**src/rtl/traffic_phase_arbiter.sv**
```systemverilog
`default_nettype none
// +----------------------------------------------------------------------------+
// | Module      : traffic_phase_arbiter                                        |
// | Description : Four-approach intersection controller with a pedestrian      |
// |               walk phase. Round-robin selection among vehicle demands,     |
// |               actuated green (gap-out / max-out), fixed yellow, all-red    |
// |               clearance and a walk interval served from a latched button.  |
// | Ports       : clk      - clock, rising edge                                |
// |               rst      - synchronous active-high reset                     |
// |               veh_req  - level vehicle demand, bit0 N / 1 S / 2 E / 3 W    |
// |               ped_btn  - pedestrian button, any high cycle is a press      |
// |               north/south/east/west - light, 100 red/010 yellow/001 green  |
// |               walk     - pedestrian walk indication                        |
// |               phase    - approach holding (or last holding) green          |
// | Revision    : 1.0 - initial release                                        |
// +----------------------------------------------------------------------------+
module traffic_phase_arbiter #(
    parameter int GREEN_MIN = 8,
    parameter int GREEN_MAX = 32,
    parameter int YELLOW_T  = 4,
    parameter int ALLRED_T  = 2,
    parameter int WALK_T    = 10
) (
    input  logic       clk,
    input  logic       rst,
    input  logic [3:0] veh_req,
    input  logic       ped_btn,
    output logic [2:0] north,
    output logic [2:0] south,
    output logic [2:0] east,
    output logic [2:0] west,
    output logic       walk,
    output logic [1:0] phase
);

    localparam logic [7:0] C_GREEN_MIN = 8'(GREEN_MIN);
    localparam logic [7:0] C_GREEN_MAX = 8'(GREEN_MAX);
    localparam logic [7:0] C_YELLOW_T  = 8'(YELLOW_T);
    localparam logic [7:0] C_ALLRED_T  = 8'(ALLRED_T);
    localparam logic [7:0] C_WALK_T    = 8'(WALK_T);

    localparam logic [2:0] C_RED = 3'b100;
    localparam logic [2:0] C_YEL = 3'b010;
    localparam logic [2:0] C_GRN = 3'b001;

    typedef enum logic [1:0] {
        ST_ALL_RED = 2'd0,
        ST_GREEN   = 2'd1,
        ST_YELLOW  = 2'd2,
        ST_WALK    = 2'd3
    } state_t;

    state_t     state_q, state_d;
    logic [7:0] timer_q, timer_d;
    logic [7:0] elapsed_q, elapsed_d;
    logic [1:0] phase_q, phase_d;
    logic       ped_pending_q, ped_pending_d;

    logic       w_rr_found;
    logic [1:0] w_rr_idx;
    logic [3:0] w_phase_mask;
    logic       w_compete;
    logic       w_green_exit;

    // Round-robin search: the approach after the current phase has highest
    // priority and the current phase itself is considered last.
    always_comb begin
        w_rr_found = 1'b0;
        w_rr_idx   = phase_q;
        for (int i = 1; i <= 4; i++) begin
            if (!w_rr_found && veh_req[phase_q + 2'(i)]) begin
                w_rr_found = 1'b1;
                w_rr_idx   = phase_q + 2'(i);
            end
        end
    end

    assign w_phase_mask = 4'b0001 << phase_q;
    assign w_compete    = ped_pending_q | (|(veh_req & ~w_phase_mask));
    // elapsed_q is 1 in the first green cycle, so the comparisons below
    // give exactly GREEN_MIN / GREEN_MAX green cycles before yellow.
    assign w_green_exit = w_compete &
                          (((elapsed_q >= C_GREEN_MIN) & ~veh_req[phase_q]) |
                           (elapsed_q >= C_GREEN_MAX));

    always_comb begin
        state_d       = state_q;
        timer_d       = timer_q;
        elapsed_d     = elapsed_q;
        phase_d       = phase_q;
        // Presses are latched everywhere except during the walk interval.
        ped_pending_d = ped_pending_q | (ped_btn & (state_q != ST_WALK));

        case (state_q)
            ST_ALL_RED: begin
                if (timer_q > 8'd1) begin
                    timer_d = timer_q - 8'd1;
                end else if (ped_pending_q) begin
                    // A press arriving on this very cycle stays pending and
                    // is served at the following clearance expiry.
                    state_d       = ST_WALK;
                    timer_d       = C_WALK_T;
                    ped_pending_d = ped_btn;
                end else if (w_rr_found) begin
                    state_d   = ST_GREEN;
                    phase_d   = w_rr_idx;
                    elapsed_d = 8'd1;
                end
                // With no demand the timer stays at 1 so every cycle is an
                // evaluation point.
            end
            ST_GREEN: begin
                if (w_green_exit) begin
                    state_d   = ST_YELLOW;
                    timer_d   = C_YELLOW_T;
                    elapsed_d = 8'd0;
                end else if (elapsed_q != 8'hFF) begin
                    elapsed_d = elapsed_q + 8'd1;
                end
            end
            ST_YELLOW: begin
                if (timer_q > 8'd1) begin
                    timer_d = timer_q - 8'd1;
                end else begin
                    state_d = ST_ALL_RED;
                    timer_d = C_ALLRED_T;
                end
            end
            ST_WALK: begin
                if (timer_q > 8'd1) begin
                    timer_d = timer_q - 8'd1;
                end else begin
                    state_d = ST_ALL_RED;
                    timer_d = C_ALLRED_T;
                end
            end
            default: begin
                state_d = ST_ALL_RED;
                timer_d = C_ALLRED_T;
            end
        endcase
    end

    function automatic logic [2:0] f_light(input state_t st, input logic [1:0] ph,
                                           input logic [1:0] me);
        if (ph == me && st == ST_GREEN)  return C_GRN;
        if (ph == me && st == ST_YELLOW) return C_YEL;
        return C_RED;
    endfunction

    // Light outputs are registered from the next-state values so they line
    // up with state_q in the same cycle.
    always_ff @(posedge clk) begin
        if (rst) begin
            state_q       <= ST_ALL_RED;
            timer_q       <= C_ALLRED_T;
            elapsed_q     <= 8'd0;
            phase_q       <= 2'd3;
            ped_pending_q <= 1'b0;
            north         <= C_RED;
            south         <= C_RED;
            east          <= C_RED;
            west          <= C_RED;
            walk          <= 1'b0;
        end else begin
            state_q       <= state_d;
            timer_q       <= timer_d;
            elapsed_q     <= elapsed_d;
            phase_q       <= phase_d;
            ped_pending_q <= ped_pending_d;
            north         <= f_light(state_d, phase_d, 2'd0);
            south         <= f_light(state_d, phase_d, 2'd1);
            east          <= f_light(state_d, phase_d, 2'd2);
            west          <= f_light(state_d, phase_d, 2'd3);
            walk          <= (state_d == ST_WALK);
        end
    end

    assign phase = phase_q;

endmodule
`default_nettype wire

```
**config.mk**
```make
export PLATFORM = sky130hd
export DESIGN_NAME = traffic_phase_arbiter
export DESIGN_NICKNAME = d
export VERILOG_FILES = /design/src/rtl/traffic_phase_arbiter.sv
export SDC_FILE = /design/constraint.sdc
export NUM_CORES = 1
export LEC_CHECK = 0
export BUFFER_PORTS_ARGS = -buffer_cell sky130_fd_sc_hd__buf_2
export CORE_MARGIN = 2
export CORE_UTILIZATION = 55
export CTS_BUF_LIST = sky130_fd_sc_hd__clkbuf_8
export DETAILED_ROUTE_END_ITERATION = 10
export PLACE_DENSITY_LB_ADDON = 0.08
export SYNTH_ARGS = -nofsm -noshare
export SYNTH_HDL_FRONTEND = slang
export SYNTH_SLANG_ARGS = --single-unit
export TNS_END_PERCENT = 5
```
**constraint.sdc**
```tcl
create_clock -name clk -period 2.9 [get_ports clk]
set_input_delay 0.58 -clock clk [delete_from_list [all_inputs] [get_ports clk]]
set_output_delay 0.58 -clock clk [all_outputs]
set_load 0.05 [all_outputs]
```
# ---- Word-level counts from Yosys, hierarchy flattened
# Index checks and enable logic that the tools add are counted.
dict set report word_totals {
  reg_bits 34
  in_bits 7
  output_inout_bits 15
  word_cells 146
}
dict set report op_classes {
  addsub 5
  magnitude_cmp 7
  eq_ne 17
  shift 1
  n_mux 76
  bitwise_logic 9
  n_reduce_logical 21
}
# cell n
set ops {}
lappend ops {{$mux W8} 9}
lappend ops {{$mux W3} 16}
lappend ops {{$mux W1} 31}
lappend ops {{$mux W2} 13}
lappend ops {{$pmux W8 S3} 1}
lappend ops {{$pmux W8 S2} 1}
lappend ops {{$eq A2 B2 Y1 const B} 6}
lappend ops {{$lt A2 B3 Y1 const B} 4}
lappend ops {{$logic_and A1 B1 Y1} 11}
lappend ops {{$ne A2 B2 Y1 const B} 5}
lappend ops {{$add A8 B1 Y8 const B} 1}
lappend ops {{$bmux W1 S2} 4}
lappend ops {{$ge A8 B4 Y1 const B} 1}
lappend ops {{$ge A8 B6 Y1 const B} 1}
lappend ops {{$gt A8 B1 Y1 const B} 1}
lappend ops {{$ne A8 B8 Y1 const B} 1}
lappend ops {{$sub A8 B1 Y8 const B} 1}
lappend ops {{$eq A2 B1 Y1 const B} 3}
lappend ops {{$ne A3 B3 Y1 const B} 2}
lappend ops {{$pmux W2 S3} 1}
lappend ops {{$reduce_and A5 Y1} 1}
lappend ops {{$add A2 B2 Y2 const B} 2}
lappend ops {{$and A4 B4 Y4} 1}
lappend ops {{$logic_not A2 Y1} 2}
lappend ops {{11 further kinds} 17}

# ---- Longest topological paths before layout
dict set report depth {
  word_depth 25
  ltp_mapped 10
  ltp_nobuf 8
}

# ---- Worst setup path after synthesis
# No wires, ideal clock.
dict set report synth_path {
  kind {reg-to-reg}
  from {register phase_q[0] (netlist: phase[0])}
  to {register east[2]}
  setup_ns 0.117
  t_arrival_ns 2.976
  required_ns 2.783
  setup_slack_ns -0.193
  stages_incl_launch_ff 10
  n_path_buf 1
  period_less_slack_ns 3.093
  cell_sequence {dfxtp_1 -> buf_2 -> inv_1 -> ha_1 -> and2_1 -> a211oi_1 -> o211ai_1 -> o21ai_0 -> a32oi_1 -> nand2b_1}
}
dict set report synth_between {
  elab_chain_cells 24
  word_cells_on_any_way 56
  classes_between {add/sub: 3; eq/ne: 3; shift: 1; mux: 33; bitwise: 7; reduce/logical: 9}
}
# element line_no
set synth_lines {}
lappend synth_lines {{from (decl)} 56} ;# logic [1:0] phase_q, phase_d;
lappend synth_lines {{from (signal assigned)} 169} ;# phase_q <= phase_d;
lappend synth_lines {{$add A2 B1 Y2} {71, 73}}
lappend synth_lines {{$bmux W1 S2} 71} ;# if (!w_rr_found && veh_req[phase_q + 2'(i)]) begin
lappend synth_lines {{$mux W1 (implied by the code)} 71}
lappend synth_lines {{$mux W1} 71}
lappend synth_lines {{$logic_not A1 Y1} 71}
lappend synth_lines {{$logic_and A1 B1 Y1} 71}
lappend synth_lines {{$mux W1} 71}
lappend synth_lines {{$logic_not A1 Y1} 71}
lappend synth_lines {{[... 7 more ...]} -}
lappend synth_lines {{$mux W2} 96} ;# if (timer_q > 8'd1) begin
lappend synth_lines {{$pmux W2 S3 or $mux W2 (tied branches)} 94} ;# case (state_q)
lappend synth_lines {{$eq A2 B2 Y1, on equally long branches} {147, 146}}
lappend synth_lines {{$logic_and A1 B1 Y1} 147} ;# if (ph == me && st == ST_YELLOW) return C_YEL;
lappend synth_lines {{$mux W1 (2 in series)} 147}
lappend synth_lines {{$mux W1} 154} ;# if (rst) begin
lappend synth_lines {{$mux W3} 148} ;# return C_RED;
lappend synth_lines {{$mux W3 *} 147}
lappend synth_lines {{to (signal assigned)} 173} ;# east <= f_light(state_d, phase_d, 2'd2);
lappend synth_lines {{to (decl)} 30} ;# output logic [2:0] east,
# Every way passes the cells marked *; elsewhere a longest branch is shown, timed or not. The select of a mux whose other input is x is not followed.
# A chain may end at the register's enable or synchronous reset.

# ---- Worst setup path after layout
dict set report layout_path {
  from {register phase_q[1] (netlist: phase[1])}
  to {register east[2]}
}
# The elaborated chain is that of the path after synthesis.

==> results.cfg <==
[critical_path]
worstRegToRegCells = 7
worstSetupPathType = flip-flop to flip-flop
reg2reg_from = phase[1]
crit_chain = inv_1, ha_1, a221oi_1, o2111ai_1, o221ai_1, a32oi_1, nand2b_1
crit_slowest_cell = a221oi_1
worstPathRequired_ps = 3090
ff2ff_setup_slack_ps = 280
slowest_delay_ps = 600
cp_data_arrival_time_ps = 2810
cp-end-kind = flip-flop
crit_path_max_fanout = 10
reg2reg_to = east[2]
critPathLaunch = phase[1]
cp-start-kind = flip-flop

[sta]
finalCritPeriodShare_pct = 90.50
period_minus_slack_ps = 2625
fmax_ghz = 0.3810
worst_pin_slew_ps = 591.3
setup_viol = 0
finalHoldViolCount = 0
maxSlewHeadroom_pct = 60.58
whs_ps = 492.7
slew_viol_final = 0
skew_ps = 10.14

[floorplanning]
core_area_sq_mm = 0.003390
dieArea_sq_mm = 0.004073
die_h_um = 63.82
rows = 21
fp.dieW_um = 63.82
start_util_pct = 58.07
io_pins = 22

[final_layout]
area_growth_pct = 14.75
ff_latch_area_sq_um = 683.2
drive_above_1_share_pct = 19.69
fillers = 307
multi_input_area_sq_mm = 0.001215
fin_util_pct = 66.63
fin_nets = 273
insertedDiodeCount = 0

[run_status]
status = completed

[worst_hold_path]
hold_path.class = flip-flop to flip-flop
whs_path_depth = 2
worstHoldStart = timer_q[7]
min_to = timer_q[7]

[synthesis]
synth_nets = 250
synth_common_cells = 34 x dfxtp_1, 22 x a21oi_1, 21 x nor2_1
synth_area_per_cell_sq_um = 8.375
async_flop_share_pct = 0
yosysTopAreaCellShare_pct = 34.58
ys_ff_latch = 34
ys_types = 52
synth_area_leaders = dfxtp_1 35%, a21oi_1 5.6%, ha_1 5.1%
synth_area_sq_mm = 0.001968
ys_warn_count = 0
yosys_most_used_dff = dfxtp_1
synth-edff-count = 0
netlist_instances = 235
yosysSeqAreaShare_pct = 34.58
yosysMostFrequentCell = dfxtp_1
synth_top_area_cell = dfxtp_1

[cts]
clkTransAtPathRegs_ps = 80
cts_buffer_depth = 2
htree_levels = 2
post_cts_buffers = 0
cts_tree = done
cts_root_buffer = clkbuf_8
clock_latency_ps = 290
cts_made_buffers = 5
clock-sinks = 34

[drt]
viasPerCell = 5.905
drt-pass1-iter-count = 4
antenna_left = 0
first_iter_violations = 90
route.detailed.drc = 0
drt_wl_total_mm = 4.250
route.detailed.wl_per_inst_um = 13.93
vias = 1801

[global_route]
grt_overflow = 0
grt_max_degree = 21
grt_pass1_wl_mm = 7.417
antenna_found_initial = 0
grt_pass1_vias = 1638
grt_usage_pct = 22.72

[pwr]
power.leakage_nw = 0.9084
power_density_mw_per_mm2 = 1137
ir_drop_mv = 0.7012

[place]
port_buffers = 21
gp_congestion = 0.8792
place_hpwl_mm = 3.112

[run]
drv_cap = 0
[flip-flops by register name, indices dropped and copies added (netlist names)]
| name | flops |
|---|---|
| south | 3 |
| north | 3 |
| state_q | 2 |
| phase | 2 |
| ped_pending_q | 1 |
| timer_q | 8 |
| walk | 1 |
| elapsed_q | 8 |
| east | 3 |
| west | 3 |
[cell families (layout without fill, tap and decap cells)]
group	Yosys count	after routing	synth area share [%]
compound gates	73	73	25.05
fa+ha+maj	8	8	5.086
simple gates	95	95	26.70
flops	34	34	34.58
mux	4	4	3.306
xor+xnor	2	2	0.8902
buf+inv	19	43	4.386
[layout by cell type (no fill, tap or decap), drive strengths merged, types with 7 or more instances in the layout]
master / n
dfxtp: 34
buf: 23
a21oi: 22
nor2: 21
nand2: 18
o21ai: 14
inv: 12
nor3: 10
or3: 9
nand3: 8
ha: 8
nand2b: 7
[layer usage]
metal | track usage (%) | vias up | wire [um] | share of wire, %
met5 | 0 | - | 0 | 0
met4 | 6.793 | 0 | 32 | 0.75
met3 | 5.986 | 6 | 206 | 4.8
met2 | 35.03 | 44 | 1916 | 45
met1 | 31.08 | 842 | 2095 | 49
li1 | - | 909 | - | -
[layout make-up]
type | instances | share of cell area (%)
Sequential cell | 34 | 30.25
Inverter | 12 | 1.994
Clock buffer | 5 | 3.047
Multi-Input combinational cell | 182 | 53.80
Timing Repair Buffer | 23 | 5.319
Clock inverter | 3 | 3.047
Tap cell | 46 | 2.548
[what timing repair did]
action	4_1_cts	5_1_grt
hold buffers	0	0
endpoints found under the setup margin	0	11
resized for setup	0	2
[critical path: cells and delay by family, from the launching register on]
| kind | cells | cell delay (ps) |
|---|---|---|
| simple gates | 1 | 180 |
| compound gates | 4 | 1340 |
| flops | 1 | 430 |
| fa+ha+maj | 1 | 410 |
| buf+inv | 1 | 160 |
[per-stage QoR]
| stage | worst slack, ps | area, sq um | setup TNS [ps] | cells | power [mW] |
|---|---|---|---|---|---|
| after detailed placement | 185.4 | 2107 | 0 | 297 | 2.003 |
| after global routing | -17.83 | 2258 | -35.09 | 305 | 2.759 |
| after global placement | 240.5 | 2107 | 0 | 297 | 2.000 |
| final | 275.4 | 2258 | 0 | 305 | 2.567 |
| after floorplan | 21.74 | 1971 | 0 | 235 | 1.755 |
| after CTS | 159.7 | 2245 | 0 | 305 | 2.539 |
[report_power, final]
part | switching [mW] | internal (mW)
logic | 0.857 | 0.502
registers | 0.105 | 0.571
clock network | 0.188 | 0.344
total | 1.15 | 1.42
[worst max-delay path by stage]
stage,end,slack [ps]
global placement,elapsed_q[6],240
detailed placement,elapsed_q[6],190
CTS,elapsed_q[6],160
floorplan,east[2],20
global route,elapsed_q[6],-20
finish,east[2],280
No activity file was read; power rests on OpenSTA's default activity.
